===== src/rtl/maple_tx_pkg.sv =====
`default_nettype none
// ============================================================================
// Module      : maple_tx_pkg
// Description : Shared Maple bus definitions: FSM state encodings, pattern
//               step counts and step indices used by the transmitter (and by
//               the future receiver, so both agree on the line protocol).
// Revision    : 1.0 - initial release
// ============================================================================
package maple_tx_pkg;

    // Transmitter frame states, explicit 3-bit encoding
    typedef enum logic [2:0] {
        ST_IDLE  = 3'd0,
        ST_LEAD  = 3'd1,
        ST_START = 3'd2,
        ST_DATA  = 3'd3,
        ST_CRC   = 3'd4,
        ST_END   = 3'd5
    } state_t;

    // Pattern lengths in ticks
    localparam int unsigned c_start_steps = 10;
    localparam int unsigned c_end_steps   = 5;
    localparam int unsigned c_bit_steps   = 3;

    // Step indices inside each pattern
    localparam logic [3:0] c_start_first = 4'd0;
    localparam logic [3:0] c_start_last  = 4'(c_start_steps - 1);
    localparam logic [3:0] c_end_last    = 4'(c_end_steps - 1);
    localparam logic [1:0] c_bit_last    = 2'(c_bit_steps - 1);

    // First bit sent in each byte (MSB first)
    localparam logic [2:0] c_msb_index   = 3'd7;

endpackage : maple_tx_pkg
`default_nettype wire


===== src/rtl/maple_tx_if.sv =====
`default_nettype none
// ============================================================================
// Module      : maple_tx_if
// Description : Byte-stream handshake between the TX buffer and the Maple
//               frame transmitter.
// Revision    : 1.0 - initial release
// ============================================================================
interface maple_tx_if;
    logic [7:0] tx_data;
    logic       tx_valid;
    logic       tx_last;
    logic       tx_ready;

    modport master (output tx_data, output tx_valid, output tx_last, input tx_ready);
    modport slave  (input tx_data, input tx_valid, input tx_last, output tx_ready);
endinterface : maple_tx_if
`default_nettype wire


===== src/rtl/maple_bit_phaser.sv =====
`default_nettype none
// ============================================================================
// Module      : maple_bit_phaser
// Description : Next-level generator for one Maple data bit. Odd bit indices
//               use phase A (data on pin5, strobe on pin1), even indices use
//               phase B (data on pin1, strobe on pin5).
// Revision    : 1.0 - initial release
// ============================================================================
module maple_bit_phaser
    import maple_tx_pkg::*;
(
    input  wire logic       i_bit_val,
    input  wire logic       i_phase_a,
    input  wire logic [1:0] i_step,
    input  wire logic       i_cur_p1,
    input  wire logic       i_cur_p5,
    output logic            o_next_p1,
    output logic            o_next_p5,
    output logic            o_bit_done
);

    // Each step changes exactly one line; the other holds its level
    always_comb begin
        o_next_p1  = i_cur_p1;
        o_next_p5  = i_cur_p5;
        o_bit_done = (i_step == c_bit_last);
        if (i_phase_a) begin
            case (i_step)
                2'd0:    o_next_p5 = i_bit_val;
                2'd1:    o_next_p1 = 1'b0;
                default: o_next_p5 = 1'b1;
            endcase
        end else begin
            case (i_step)
                2'd0:    o_next_p1 = i_bit_val;
                2'd1:    o_next_p5 = 1'b0;
                default: o_next_p1 = 1'b1;
            endcase
        end
    end

endmodule : maple_bit_phaser
`default_nettype wire


===== src/rtl/maple_tx.sv =====
`default_nettype none
// ============================================================================
// Module      : maple_tx
// Description : Maple bus frame transmitter. Emits lead, start pattern,
//               two-phase data bytes, optional XOR checksum byte and end
//               pattern, one line step per divider tick.
// Revision    : 1.0 - initial release
// ============================================================================
module maple_tx
    import maple_tx_pkg::*;
#(
    parameter bit APPEND_CRC = 1'b1
) (
    input  wire logic   clk,
    input  wire logic   rst,
    input  wire logic   tick,
    maple_tx_if.slave   tx,
    output logic        out_p1,
    output logic        out_p5,
    output logic        oe,
    output logic        busy,
    output logic        underrun
);

    state_t     r_state;
    logic [3:0] r_step;
    logic [2:0] r_bit;
    logic [7:0] r_sh;
    logic [7:0] r_crc;
    logic       r_last;
    logic       r_p1;
    logic       r_p5;
    logic       r_oe;
    logic       r_underrun;

    logic       w_next_p1;
    logic       w_next_p5;
    logic       w_bit_done;
    logic       w_byte_end;
    logic       w_ready;

    maple_bit_phaser u_phaser (
        .i_bit_val  (r_sh[r_bit]),
        .i_phase_a  (r_bit[0]),
        .i_step     (r_step[1:0]),
        .i_cur_p1   (r_p1),
        .i_cur_p5   (r_p5),
        .o_next_p1  (w_next_p1),
        .o_next_p5  (w_next_p5),
        .o_bit_done (w_bit_done)
    );

    // Byte boundary: the tick that applies the final step of bit 0.
    // Ready is open in IDLE and at a boundary that expects another byte.
    always_comb begin
        w_byte_end = tick && w_bit_done && (r_bit == 3'd0);
        w_ready    = !rst && ((r_state == ST_IDLE) ||
                              ((r_state == ST_DATA) && w_byte_end && !r_last));
    end

    assign tx.tx_ready = w_ready;
    assign out_p1      = r_p1;
    assign out_p5      = r_p5;
    assign oe          = r_oe;
    assign busy        = (r_state != ST_IDLE);
    assign underrun    = r_underrun;

    // Frame FSM, shift register, checksum and registered line levels
    always_ff @(posedge clk or posedge rst) begin
        if (rst) begin
            r_state    <= ST_IDLE;
            r_step     <= 4'd0;
            r_bit      <= c_msb_index;
            r_sh       <= 8'd0;
            r_crc      <= 8'd0;
            r_last     <= 1'b0;
            r_p1       <= 1'b1;
            r_p5       <= 1'b1;
            r_oe       <= 1'b0;
            r_underrun <= 1'b0;
        end else begin
            case (r_state)
                ST_IDLE: begin
                    // Acceptance wins over a coincident tick
                    if (tx.tx_valid) begin
                        r_sh       <= tx.tx_data;
                        r_crc      <= tx.tx_data;
                        r_last     <= tx.tx_last;
                        r_underrun <= 1'b0;
                        r_state    <= ST_LEAD;
                    end
                end
                ST_LEAD: begin
                    if (tick) begin
                        r_oe    <= 1'b1;
                        r_p1    <= 1'b1;
                        r_p5    <= 1'b1;
                        r_step  <= c_start_first;
                        r_state <= ST_START;
                    end
                end
                ST_START: begin
                    if (tick) begin
                        if (r_step == c_start_first) begin
                            r_p1   <= 1'b0;
                            r_step <= r_step + 4'd1;
                        end else if (r_step == c_start_last) begin
                            r_p1    <= 1'b1;
                            r_step  <= 4'd0;
                            r_bit   <= c_msb_index;
                            r_state <= ST_DATA;
                        end else begin
                            // Four pin5 pulses: low on odd steps, high on even
                            r_p5   <= ~r_step[0];
                            r_step <= r_step + 4'd1;
                        end
                    end
                end
                ST_DATA, ST_CRC: begin
                    if (tick) begin
                        r_p1 <= w_next_p1;
                        r_p5 <= w_next_p5;
                        if (!w_bit_done) begin
                            r_step <= r_step + 4'd1;
                        end else begin
                            r_step <= 4'd0;
                            if (r_bit != 3'd0) begin
                                r_bit <= r_bit - 3'd1;
                            end else begin
                                r_bit <= c_msb_index;
                                if (r_state == ST_CRC) begin
                                    r_state <= ST_END;
                                end else if (!r_last) begin
                                    if (tx.tx_valid) begin
                                        r_sh   <= tx.tx_data;
                                        r_crc  <= r_crc ^ tx.tx_data;
                                        r_last <= tx.tx_last;
                                    end else begin
                                        r_underrun <= 1'b1;
                                        r_state    <= ST_END;
                                    end
                                end else if (APPEND_CRC) begin
                                    r_sh    <= r_crc;
                                    r_state <= ST_CRC;
                                end else begin
                                    r_state <= ST_END;
                                end
                            end
                        end
                    end
                end
                ST_END: begin
                    if (tick) begin
                        if (r_step == c_end_last) begin
                            r_p5    <= 1'b1;
                            r_oe    <= 1'b0;
                            r_step  <= 4'd0;
                            r_state <= ST_IDLE;
                        end else begin
                            // Two pin1 pulses while pin5 stays low
                            r_p1   <= r_step[0];
                            r_step <= r_step + 4'd1;
                        end
                    end
                end
                default: r_state <= ST_IDLE;
            endcase
        end
    end

endmodule : maple_tx
`default_nettype wire


===== src/flat_wrapper.sv =====
// flat-port wrapper written by rule: the top's interface ports become plain ports
module maple_tx_flat import maple_tx_pkg::*;
#(
    parameter bit APPEND_CRC = 1'b1
)
  (clk, rst, tick, out_p1, out_p5, oe, busy, underrun, tx_tx_data, tx_tx_valid, tx_tx_last, tx_tx_ready);
  maple_tx_if tx_i ();
  input  wire logic clk;
  input  wire logic rst;
  input  wire logic tick;
  output logic out_p1;
  output logic out_p5;
  output logic oe;
  output logic busy;
  output logic underrun;
  input wire logic [$bits(tx_i.tx_data)-1:0] tx_tx_data;
  input wire logic [$bits(tx_i.tx_valid)-1:0] tx_tx_valid;
  input wire logic [$bits(tx_i.tx_last)-1:0] tx_tx_last;
  output wire logic [$bits(tx_i.tx_ready)-1:0] tx_tx_ready;
  assign tx_i.tx_data = tx_tx_data;
  assign tx_i.tx_valid = tx_tx_valid;
  assign tx_i.tx_last = tx_tx_last;
  assign tx_tx_ready = tx_i.tx_ready;
  maple_tx #(.APPEND_CRC(APPEND_CRC)) u_core (.clk(clk), .rst(rst), .tick(tick), .tx(tx_i), .out_p1(out_p1), .out_p5(out_p5), .oe(oe), .busy(busy), .underrun(underrun));
endmodule

===== config.mk =====
export PLATFORM = sky130hd
export DESIGN_NAME = maple_tx_flat
export DESIGN_NICKNAME = d
export VERILOG_FILES = /design/src/rtl/maple_tx_pkg.sv /design/src/rtl/maple_tx_if.sv /design/src/rtl/maple_bit_phaser.sv /design/src/rtl/maple_tx.sv /design/src/flat_wrapper.sv
export SDC_FILE = /design/constraint.sdc
export NUM_CORES = 1
export LEC_CHECK = 0
export CAP_MARGIN = 30
export CELL_PAD_IN_SITES_DETAIL_PLACEMENT = 1
export CELL_PAD_IN_SITES_GLOBAL_PLACEMENT = 2
export CORE_AREA = 2 2 81 83
export CTS_BUF_LIST = sky130_fd_sc_hd__clkbuf_2 sky130_fd_sc_hd__clkbuf_4 sky130_fd_sc_hd__clkbuf_8
export DETAILED_ROUTE_END_ITERATION = 10
export DIE_AREA = 0 0 83 85
export HOLD_SLACK_MARGIN = 0.15
export PLACE_DENSITY_LB_ADDON = 0.1
export SLEW_MARGIN = 20
export SYNTH_ARGS = -nofsm -noshare
export SYNTH_HDL_FRONTEND = slang
export SYNTH_SLANG_ARGS = --single-unit

===== constraint.sdc =====
create_clock -name clk -period 2.1 [get_ports clk]
set_input_delay 0.315 -clock clk [delete_from_list [all_inputs] [get_ports clk]]
set_output_delay 0.315 -clock clk [all_outputs]
set_load 0.02 [all_outputs]

; Word-level counts from Yosys, hierarchy flattened
; Cells that the tools add are included.
[word_totals]
regBits = 31
input_bits = 13
output_inout_bits = 6
[op_classes]
n_addsub = 2
order_cmp = 1
n_eq_ne = 31
mux = 85
bitwise = 2
reduce_logical = 29
[ops]
columns = op, count
row1 = $mux 8, 13
row2 = $mux 3, 19
row3 = $mux 1, 33
row4 = $mux 4, 8
row5 = $pmux 8 s2, 2
row6 = $ne 2x2->1 const B, 13
row7 = $pmux 4 s4, 1
row8 = $reduce_and 8->1, 2
row9 = $pmux 3 s5, 1
row10 = $reduce_and 6->1, 2
row11 = $reduce_and 11->1, 1
row12 = $reduce_and 10->1, 1
row13 = $reduce_and 5->1, 2
row14 = $reduce_and 9->1, 1
row15 = $pmux 1 s2, 4
row16 = $pmux 1 s4, 2
row17 = $xor 8x8->8, 1
row18 = $eq 3x2->1 const B, 2
row19 = $eq 3x3->1 const B, 2
row20 = $logic_not 3->1, 2
row21 = $ne 2x1->1 const B, 3
row22 = $ne 3x2->1 const B, 2
row23 = $ne 3x3->1 const B, 2
row24 = $pmux 3 s2, 1
row25 = other kinds (22), 30

; Logic depth before layout (Yosys ltp)
; Gate-level depths: netlist (run 1).
[logic_depth]
word_depth = 8
mapped_depth = 9
ltp_nobuf = 7

; Cells and area by module
; A second synthesis (run 1) with hierarchy kept.
[unflattened]
cells_unflattened = 225
hier_area_um2 = 2224.6
[modules_own_cells]
columns = mod, instances, cells_each, area_each_um2, seq_area_each_um2
row1 = maple_tx, 1, 215, 2163.3, 782.0
row2 = maple_bit_phaser, 1, 10, 61.3, 0.0

; Least setup slack after synthesis (run 1)
; OpenSTA, ideal clock, no wires.
[synth_path]
path_type = reg-to-reg
startpoint = register u_core.r_bit[1]
endpoint = register u_core.r_last
arrival_ns = 1.835
path_slack_ns = 0.145
stages_incl_launch_ff = 10
n_path_buf = 2
cell_sequence = dfstp_2 buf_2 inv_1 ha_1 nand3b_1 nor2_1 o21ai_0 clkbuf_1 nor2_1 a22o_1
[synth_via]
elab_chain_len = 3
[synth_rtl]
columns = item, line
row1 = "start, declared", maple_tx.sv:27  ; logic [2:0] r_bit;
row2 = "start signal, assigned", maple_tx.sv:73  ; r_bit <= c_msb_index;
row3 = "start signal, assigned", maple_tx.sv:110  ; r_bit <= c_msb_index;
row4 = "start signal, assigned", maple_tx.sv:128  ; r_bit <= r_bit - 3'd1;
row5 = $reduce_bool 3->1, maple_tx.sv:127  ; if (r_bit != 3'd0) begin
row6 = $ne 2x2->1 (no line), --
row7 = $reduce_and 6->1 (no line), --
row8 = "end signal, assigned", maple_tx.sv:88  ; r_last <= tx.tx_last;
row9 = "end signal, assigned", maple_tx.sv:137  ; r_last <= tx.tx_last;
row10 = "end, declared", maple_tx.sv:30  ; logic r_last;
; No other way between the ends.
; A chain may end at the register's enable or synchronous reset.

; Final worst setup path (run 1)
[layout_path]
startpoint = register u_core.r_step[0]
endpoint = output tx_tx_ready
[layout_via]
elab_chain_len = 7
[layout_rtl]
columns = item, line
row1 = "start, declared", maple_tx.sv:26  ; logic [3:0] r_step;
row2 = "start signal, assigned", maple_tx.sv:98  ; r_step <= c_start_first;
row3 = "start signal, assigned", maple_tx.sv:106  ; r_step <= r_step + 4'd1;
row4 = "start signal, assigned", maple_tx.sv:115  ; r_step <= r_step + 4'd1;
row5 = $eq 2x2->1, maple_bit_phaser.sv:26  ; o_bit_done = (i_step == c_bit_last);
row6 = $logic_and 1x1->1 (2 in a row), maple_tx.sv:56  ; w_byte_end = tick && w_bit_done && (r_bit == 3'd0);
row7 = $logic_and 1x1->1 (2 in a row), maple_tx.sv:58  ; ((r_state == ST_DATA) && w_byte_end && !r_last));
row8 = $logic_or 1x1->1, maple_tx.sv:57  ; w_ready = !rst && ((r_state == ST_IDLE) ||
row9 = $logic_and 1x1->1, maple_tx.sv:57
row10 = "end, declared", flat_wrapper.sv:19  ; output wire logic [$bits(tx_i.tx_ready)-1:0] tx_tx_ready;
; No other way between the ends.

==> results of run 1 <==
cells in the mapped netlist, drive strengths merged, types with 3 or more instances:
library cell	number	area, um2
a21boi	3	37.5
a21oi	22	110
a22o	4	35.0
a22oi	11	82.6
a31oi	4	25.0
a41oi	3	26.3
buf	11	67.6
clkbuf	4	15.0
dfrtp	26	651
dfstp	5	131
ha	8	100
inv	9	33.8
mux2i	6	60.1
nand2	11	48.8
nand3	12	60.1
nand3b	4	33.8
nor2	10	37.5
nor2b	4	25.0
nor3	5	25.0
o21ai	16	80.1
o22ai	3	18.8
o2bb2ai	8	70.1
power by group through the flow:
stage          combinational [mW]  clock [mW]  sequential (mW)
2_1_floorplan                1.47           0             1.06
4_1_cts                      2.34       0.602             1.08
5_1_grt                      2.67       0.637             1.12
3_5_place_dp                 2.33           0             1.09
3_3_place_gp                 2.21           0             1.07
6_report                     2.41       0.586             1.09
through the flow:
step | utilization, % | instance area, um2 | TNS [ns] | total power [mW]
floorplan | - | 2020 | 0 | 2.53
global placement | 40.0 | 2480 | -0.142 | 3.29
detailed placement | 40.0 | 2480 | -0.178 | 3.42
CTS | 41.9 | 2600 | 0 | 4.02
global route | 42.7 | 2650 | 0 | 4.43
finish | 42.7 | 2650 | 0 | 4.08
state kept, by name, summed over array words and instances (netlist names), 3 cells and up:
register / count
u_core.r_crc: 8
u_core.r_sh: 8
u_core.r_step: 4
u_core.r_bit: 3
u_core.r_state: 3
layout by cell type (no fill, tap or decap), drive strengths merged, types with 4 or more instances in the layout:
master,count
dfstp,5
nand3,12
a31oi,4
nor2,10
buf,39
a22o,4
mux2i,6
dfrtp,26
clkdlybuf4s50,16
a22oi,11
o2bb2ai,8
nor3,5
nor2b,4
o21ai,16
nand2,11
clkbuf,6
a21oi,22
inv,9
nand3b,4
ha,8
layer usage:
metal  GRT usage, %  vias up  routed length, um
met5              0        -                  0
met4           4.92        0                 76
met3           3.70        8                122
met2           32.1       24               3190
met1           21.9      956               2670
li1               -      904                  -
worst reg2reg max path, cell delays in order (launching register included):
cell                        delay, ns
sky130_fd_sc_hd__dfrtp_1         0.38
sky130_fd_sc_hd__inv_1           0.08
sky130_fd_sc_hd__buf_4           0.14
sky130_fd_sc_hd__ha_4            0.15
sky130_fd_sc_hd__or3b_2          0.49
sky130_fd_sc_hd__a211oi_2        0.27
sky130_fd_sc_hd__a2111oi_2       0.08
sky130_fd_sc_hd__mux2_2          0.30
cell families after synthesis:
| logic type | Yosys count | share of synthesized area (%) |
|---|---|---|
| DFF | 31 | 38.6 |
| AOI/OAI and AO/OA | 86 | 30.1 |
| and+or+nand+nor | 57 | 15.5 |
| adders and majority gates | 8 | 4.94 |
| muxes | 8 | 4.64 |
| buffers and inverters | 24 | 5.75 |
| xor gates and xnor gates | 1 | 0.433 |
layout make-up:
cell class / count / area share [%]
tap: 77 / 3.64
inverter: 9 / 1.27
timing repair buffer: 56 / 17.5
clock buffer: 6 / 2.88
clock inverter: 1 / 1.13
multi-input combinational: 160 / 44.1
sequential: 31 / 29.6
how the worst max path moves through the flow:
stage	startpoint	end	slack, ns
after detailed placement	tick	tx_tx_ready	-0.17
after CTS	u_core.r_bit[0]$_DFFE_PP1P_	u_core.r_sh[6]$_DFFE_PP0P_	0.001
final	u_core.r_step[0]$_DFFE_PP0P_	tx_tx_ready	0.12
after global placement	tick	tx_tx_ready	-0.14
after global routing	u_core.r_step[1]$_DFFE_PP0P_	u_core.r_bit[2]$_DFFE_PP1P_	0.007
after floorplan	u_core.r_bit[1]$_DFFE_PP1P_	u_core.r_last$_DFFE_PP0P_	0.14
what timing repair did:
action,in CTS,in global routing
gates cloned,0,0
pin swaps,3,4
buffers inserted,1,2
resized for setup,8,9
endpoints found under the setup margin,2,20
==> results.md, run 1 <==
* Gate Count Post-Synth at 215
* Worst hold slack after final layout at 0.456 ns
* Outcome: finished, final reports clean
* Capturing point of the worst reg2reg path: u_core.out_p5$_DFFE_PP1P_
* Type of element capturing the critical path: output port
* Most instantiated flip-flop cell in the synthesis netlist: sky130_fd_sc_hd__dfrtp_1
* List of cells traversed by the critical path: inv_1, ha_1, nand3b_1, nor3_2, nor2_1, nor3_1, buf_2
* Routability congestion estimate from global placement at 0.896
* Number of placed instances with taps included at 330
* Total power per unit cell area at 1540 nW/um2
* DRC Markers at 0
* Net count after synthesis at 236
* Mean Syn Cell Area at 9.42 um2
* Worst-case setup margin in the final layout at 0.119 ns
* Area of the multi-input gates at 1170 um2
* CORE AREA at 6200 um2
* Number of nets in the layout at 284
* Total clock buffers created by CTS at 5
* Storage element area at 783 um2
* Pin count of the biggest net entering global routing at 32
* DP Worst Slack at -0.174 ns
* Data arrival, critical path at 1.67 ns
* MaxCap Viol Count at 0
* Count of cells along the worst register-to-register path at 7
* Height of the die at 85 um
* Starting DRT DRC Count at 46
* Final min period at 1.98 ns
* Number of port buffers at 18
* Hold WC Path Type: input port to async pin
* Die outline width at 83 um
* Count of distinct cell types in the synthesized netlist at 50
* Clock tree from TritonCTS: done
* Leakage power of the design at 1.11 nW
* Headroom to the max-slew limit at 71.6%
* GRT Resource Usage Total at 17.9%
* Total Die Area at 7060 um2
* Number of enable-type register cells in the synthesized netlist at 0
* Largest fanout of any net on the critical path at 2
* Grt total ovfl at 0
* Required time of the critical path at 1.78 ns
* Post-route clock period utilization at 94.3%
* Critical Path Slowest Stage Cell: sky130_fd_sc_hd__dfrtp_1
* Routed Antenna Nets at 0
* First-pass GRT wire length at 10,200 um
* Power spent charging and discharging nets at 1.71 mW
* Register-to-register setup slack at 0.13 ns
* Area growth from synthesis to final layout at 30.9%
* Aggregate routed wire length at 6060 um
* Top-level port count at 19
* Final max-slew violation count at 0
* Worst setup path class: flop to output port
* Post-synthesis instance area at 2020 um2
* Worst Setup Start Kind: flop
* Number of buffers on the longest clock path at 2
* Share of power burned in combinational logic at 59.0%
* Pre-Repair DR Iteration Count at 4
* Proportion of synthesized flip-flops having asynchronous set or reset at 100%
* Ant diodes at 0
* Effective utilization at floorplan at 32.6%
* Post-synthesis sequential element count at 31
* RSZ-0062 raised after global routing: false
* Final count of hold timing violations at 0
* Row cnt at 29
* Clock network latency to the later pin of the worst-skew pair at 0.28 ns
* Via count of the routed design at 1,892
* Cell Count, Final, Fillers Out at 340
* Worst slew pin tran at 0.426 ns
* Crit path buf inv count at 2
* Fraction of power consumed by the clock network at 14.3%
* Clock Pin Slew Worst Setup and Hold Paths at 0.07 ns
* Hold buffer count at cts at 0
* Placed wire-length estimate after detailed placement at 4560 um
* Fill cell count at 723
* Total number of clock tree sinks at 31
* Net switching fraction of the power at 42.0%
* Clock Skews at 0.00645 ns
* Total of warnings raised by yosys at 0
* Achievable frequency at 505 MHz
* CTS root buffer: sky130_fd_sc_hd__clkbuf_8
* Max IR drop VDD at 0.477 mV
* Start of the worst register-to-register path: u_core.r_step[0]$_DFFE_PP0P_
* Vias in the first global route at 2,058
* Total setup violations reported at the end of the flow at 0
* H-tree Lvls at 2
* Vias per inst at 5.56
* Portion of the post-synthesis area used by sequential elements at 38.6%
* Largest incremental delay on the critical path at 0.38 ns
* Initial antenna violation count at 0
* Sequential share of power at 26.7%
* Top cell family by delay on the critical path: simple AND/OR/NAND/NOR gates
* Crit. path cell count at 7
* Internal power component at 2.37 mW
* Detail-routed net length per standard cell at 17.8 um
* Layout cells sized above 1 at 25.5%
Power figures use the tool's default switching activity.
==> inputs of run 2 (changes only) <==
Settings changed: REMOVE_ABC_BUFFERS set to 1.
==> results.md, run 2 (synthesis gave the netlist of run 1 again) <==
* Outcome: finished, final reports clean
* Final max-slew violation count at 0 (unchanged)
* Starting DRT DRC Count at 48 (+4.3%)
* Hold buffer count at cts at 0 (unchanged)
* Total clock buffers created by CTS at 5 (unchanged)
* Total number of clock tree sinks at 31 (unchanged)
* Largest fanout of any net on the critical path at 2 (unchanged)
* GRT Resource Usage Total at 17.2% (-0.74 points)
* Commonest non-fill, non-tap cells in the layout: sky130_fd_sc_hd__buf_4 (37), sky130_fd_sc_hd__dfrtp_1 (26), sky130_fd_sc_hd__a21oi_1 (22), sky130_fd_sc_hd__o21ai_0 (16), sky130_fd_sc_hd__clkdlybuf4s50_1 (16)
* Worst slew pin tran at 0.398 ns (-0.0282 ns)
* Routability congestion estimate from global placement at 0.778 (-13%)
* Placed wire-length estimate after detailed placement at 4230 um (-7.0%)
* Pre-Repair DR Iteration Count at 4 (unchanged)
* First element of the critical path: u_core.r_step[0]$_DFFE_PP0P_
* Area growth from synthesis to final layout at 33.6%
* Aggregate routed wire length at 5760 um (-5.0%)
* Max IR drop VDD at 0.508 mV (+6.6%)
* CTS root buffer: sky130_fd_sc_hd__clkbuf_8
* Most common cell after layout, fill and taps aside: sky130_fd_sc_hd__buf_4
* Via count of the routed design at 1,908 (+0.85%)
* Ant diodes at 0 (unchanged)
* Clock Pin Slew Worst Setup and Hold Paths at 0.08 ns (about the same)
* Placement-stage cell area at 2500 um2 (+0.81%)
* Data arrival, critical path at 1.68 ns (about the same)
* Leakage power of the design at 1.12 nW (+1.3%)
* Number of nets in the layout at 284 (unchanged)
* Achievable frequency at 502 MHz (-0.60%)
* Routed Antenna Nets at 0 (unchanged)
* DP Worst Slack at -0.231 ns (-0.0573 ns)
* Final standard cell area without fillers at 2700 um2 (+2.0%)
* Height of the die at 85 um (unchanged)
* Layout cells sized above 1 at 28.0% (+2.6 points)
* Initial antenna violation count at 0 (unchanged)
* Worst Setup Start Kind: flop
* Worst hold slack after final layout at 0.469 ns (+0.0129 ns)
* Total power per unit cell area at 1490 nW/um2 (-3.5%)
* Clock tree from TritonCTS: done
* Worst-case setup margin in the final layout at 0.108 ns (-0.0119 ns)
* Vias in the first global route at 2,062 (+0.19%)
* Grt total ovfl at 0 (unchanged)
* Clock Skews at 0.00793 ns (+0.00148 ns)
* Worst setup path class: flop to output port
* Final core utilization at 43.6% (+0.87 points)
* Headroom to the max-slew limit at 72.8% (+1.2 points)
* Total setup violations reported at the end of the flow at 0 (unchanged)
* First-pass GRT wire length at 9830 um (-3.5%)
* Final min period at 1.99 ns (+0.0119 ns)
* Number of buffers on the longest clock path at 2 (unchanged)
* Type of element capturing the critical path: output port
* Row cnt at 29 (unchanged)
* Clock network latency to the later pin of the worst-skew pair at 0.28 ns (about the same)
* Final count of hold timing violations at 0 (unchanged)
* Number of port buffers at 18 (unchanged)
* Fill cell count at 714 (-1.2%)
* Detail-routed net length per standard cell at 16.9 um (-5.2%)
* DRC Markers at 0 (unchanged)
* Post-route clock period utilization at 94.9% (+0.57 points)
* MaxCap Viol Count at 0 (unchanged)
* CORE AREA at 6200 um2 (unchanged)
* Top-level port count at 19 (unchanged)
* Required time of the critical path at 1.78 ns (about the same)
* Biggest registers after layout: u_core.r_crc: 8 flops, u_core.r_sh: 8 flops, u_core.r_step: 4 flops
* Start of the worst register-to-register path: u_core.r_step[0]$_DFFE_PP0P_
* H-tree Lvls at 2 (unchanged)
* Pin count of the biggest net entering global routing at 32 (unchanged)
* Hold WC Path Type: input port to async pin
* RSZ-0062 raised after global routing: true
* Effective utilization at floorplan at 32.6% (unchanged)
* Vias per inst at 5.60 (+0.55%)
* Die outline width at 83 um (unchanged)
* Total Die Area at 7060 um2 (unchanged)
[run 2: cell types whose count changed in the layout (fill, tap and decap cells not counted), moves of 2 or more]
cell	previous run	this run
sky130_fd_sc_hd__nor3_1	4	2
sky130_fd_sc_hd__ha_1	7	4
sky130_fd_sc_hd__nor3_2	1	3
sky130_fd_sc_hd__clkbuf_8	5	7
sky130_fd_sc_hd__inv_2	0	3
sky130_fd_sc_hd__ha_4	1	3
sky130_fd_sc_hd__inv_1	9	6
[run 2: critical path: stages (launching register included)]
cell and delay (ns):
sky130_fd_sc_hd__dfrtp_1 0.39, sky130_fd_sc_hd__inv_2 0.09, sky130_fd_sc_hd__ha_4 0.13, sky130_fd_sc_hd__nand3b_1 0.12, sky130_fd_sc_hd__nor3_2 0.23, sky130_fd_sc_hd__nor2_1 0.09, sky130_fd_sc_hd__nor3_2 0.17, sky130_fd_sc_hd__buf_4 0.17
[run 2: cell type report]
cell class                 count  area (um2)  area share [%]
clock buffer                   7        96.3            3.56
multi-input combinational    160        1210            44.6
tap                           77        96.3            3.56
clock inverter                 1        7.51           0.278
inverter                       9        33.8            1.25
sequential                    31         782            28.9
timing repair buffer          56         482            17.8
[run 2: per-layer routing]
layer,part of all wire [%],routed length [um],GRT usage [%],up-vias
li1,-,-,-,908
met3,2.6,152,3.31,4
met2,53,3060,31.9,27
met5,0,0,0,-
met4,0.36,21,4.32,0
met1,44,2520,20.4,969
[run 2: stage by stage]
| stage | setup TNS, ns | total power [mW] | std cells |
|---|---|---|---|
| 2_1_floorplan | -1.30 | 2.43 | 200 |
| 3_3_place_gp | -0.172 | 3.31 | 331 |
| 3_5_place_dp | -0.264 | 3.42 | 331 |
| 4_1_cts | 0 | 4.00 | 340 |
| 5_1_grt | -0.0306 | 4.35 | 341 |
| 6_report | 0 | 4.02 | 341 |
[run 2: worst paths after layout]
check | slack [ns] | endpoint | cells past startpoint
min reg2reg | 0.49 | u_core.r_sh[3]$_DFFE_PP0P_ | 1
max in group asynchronous | 1.29 | u_core.r_bit[1]$_DFFE_PP1P_ | 3
min | 0.47 | u_core.r_step[2]$_DFFE_PP0P_ | 3
max reg2reg | 0.12 | u_core.r_state[0]$_DFFE_PP0P_ | 8
max | 0.11 | tx_tx_ready | 7
min in group clk | 0.49 | u_core.r_sh[3]$_DFFE_PP0P_ | 1
[run 2: timing repair]
action,CTS,global route
endpoints found under the setup margin,3,17
pin swaps,2,8
endpoints found under the hold margin,0,0
resized for setup,9,17
buffers inserted,1,1
[run 2: power breakdown]
| group | leakage, nW | switching (mW) | internal, mW |
|---|---|---|---|
| Sequential | 0.371 | 0.188 | 0.890 |
| Clock | 0.0505 | 0.241 | 0.298 |
| Combinational | 0.701 | 1.27 | 1.13 |
==> inputs of run 3 (changes only) <==
Settings changed: CTS_CLUSTER_SIZE set to 20, HOLD_SLACK_MARGIN 0.15 to 0.03.
==> results of run 3 <==
Same layout as run 2: the final DEF is identical, and so are final timing and power.
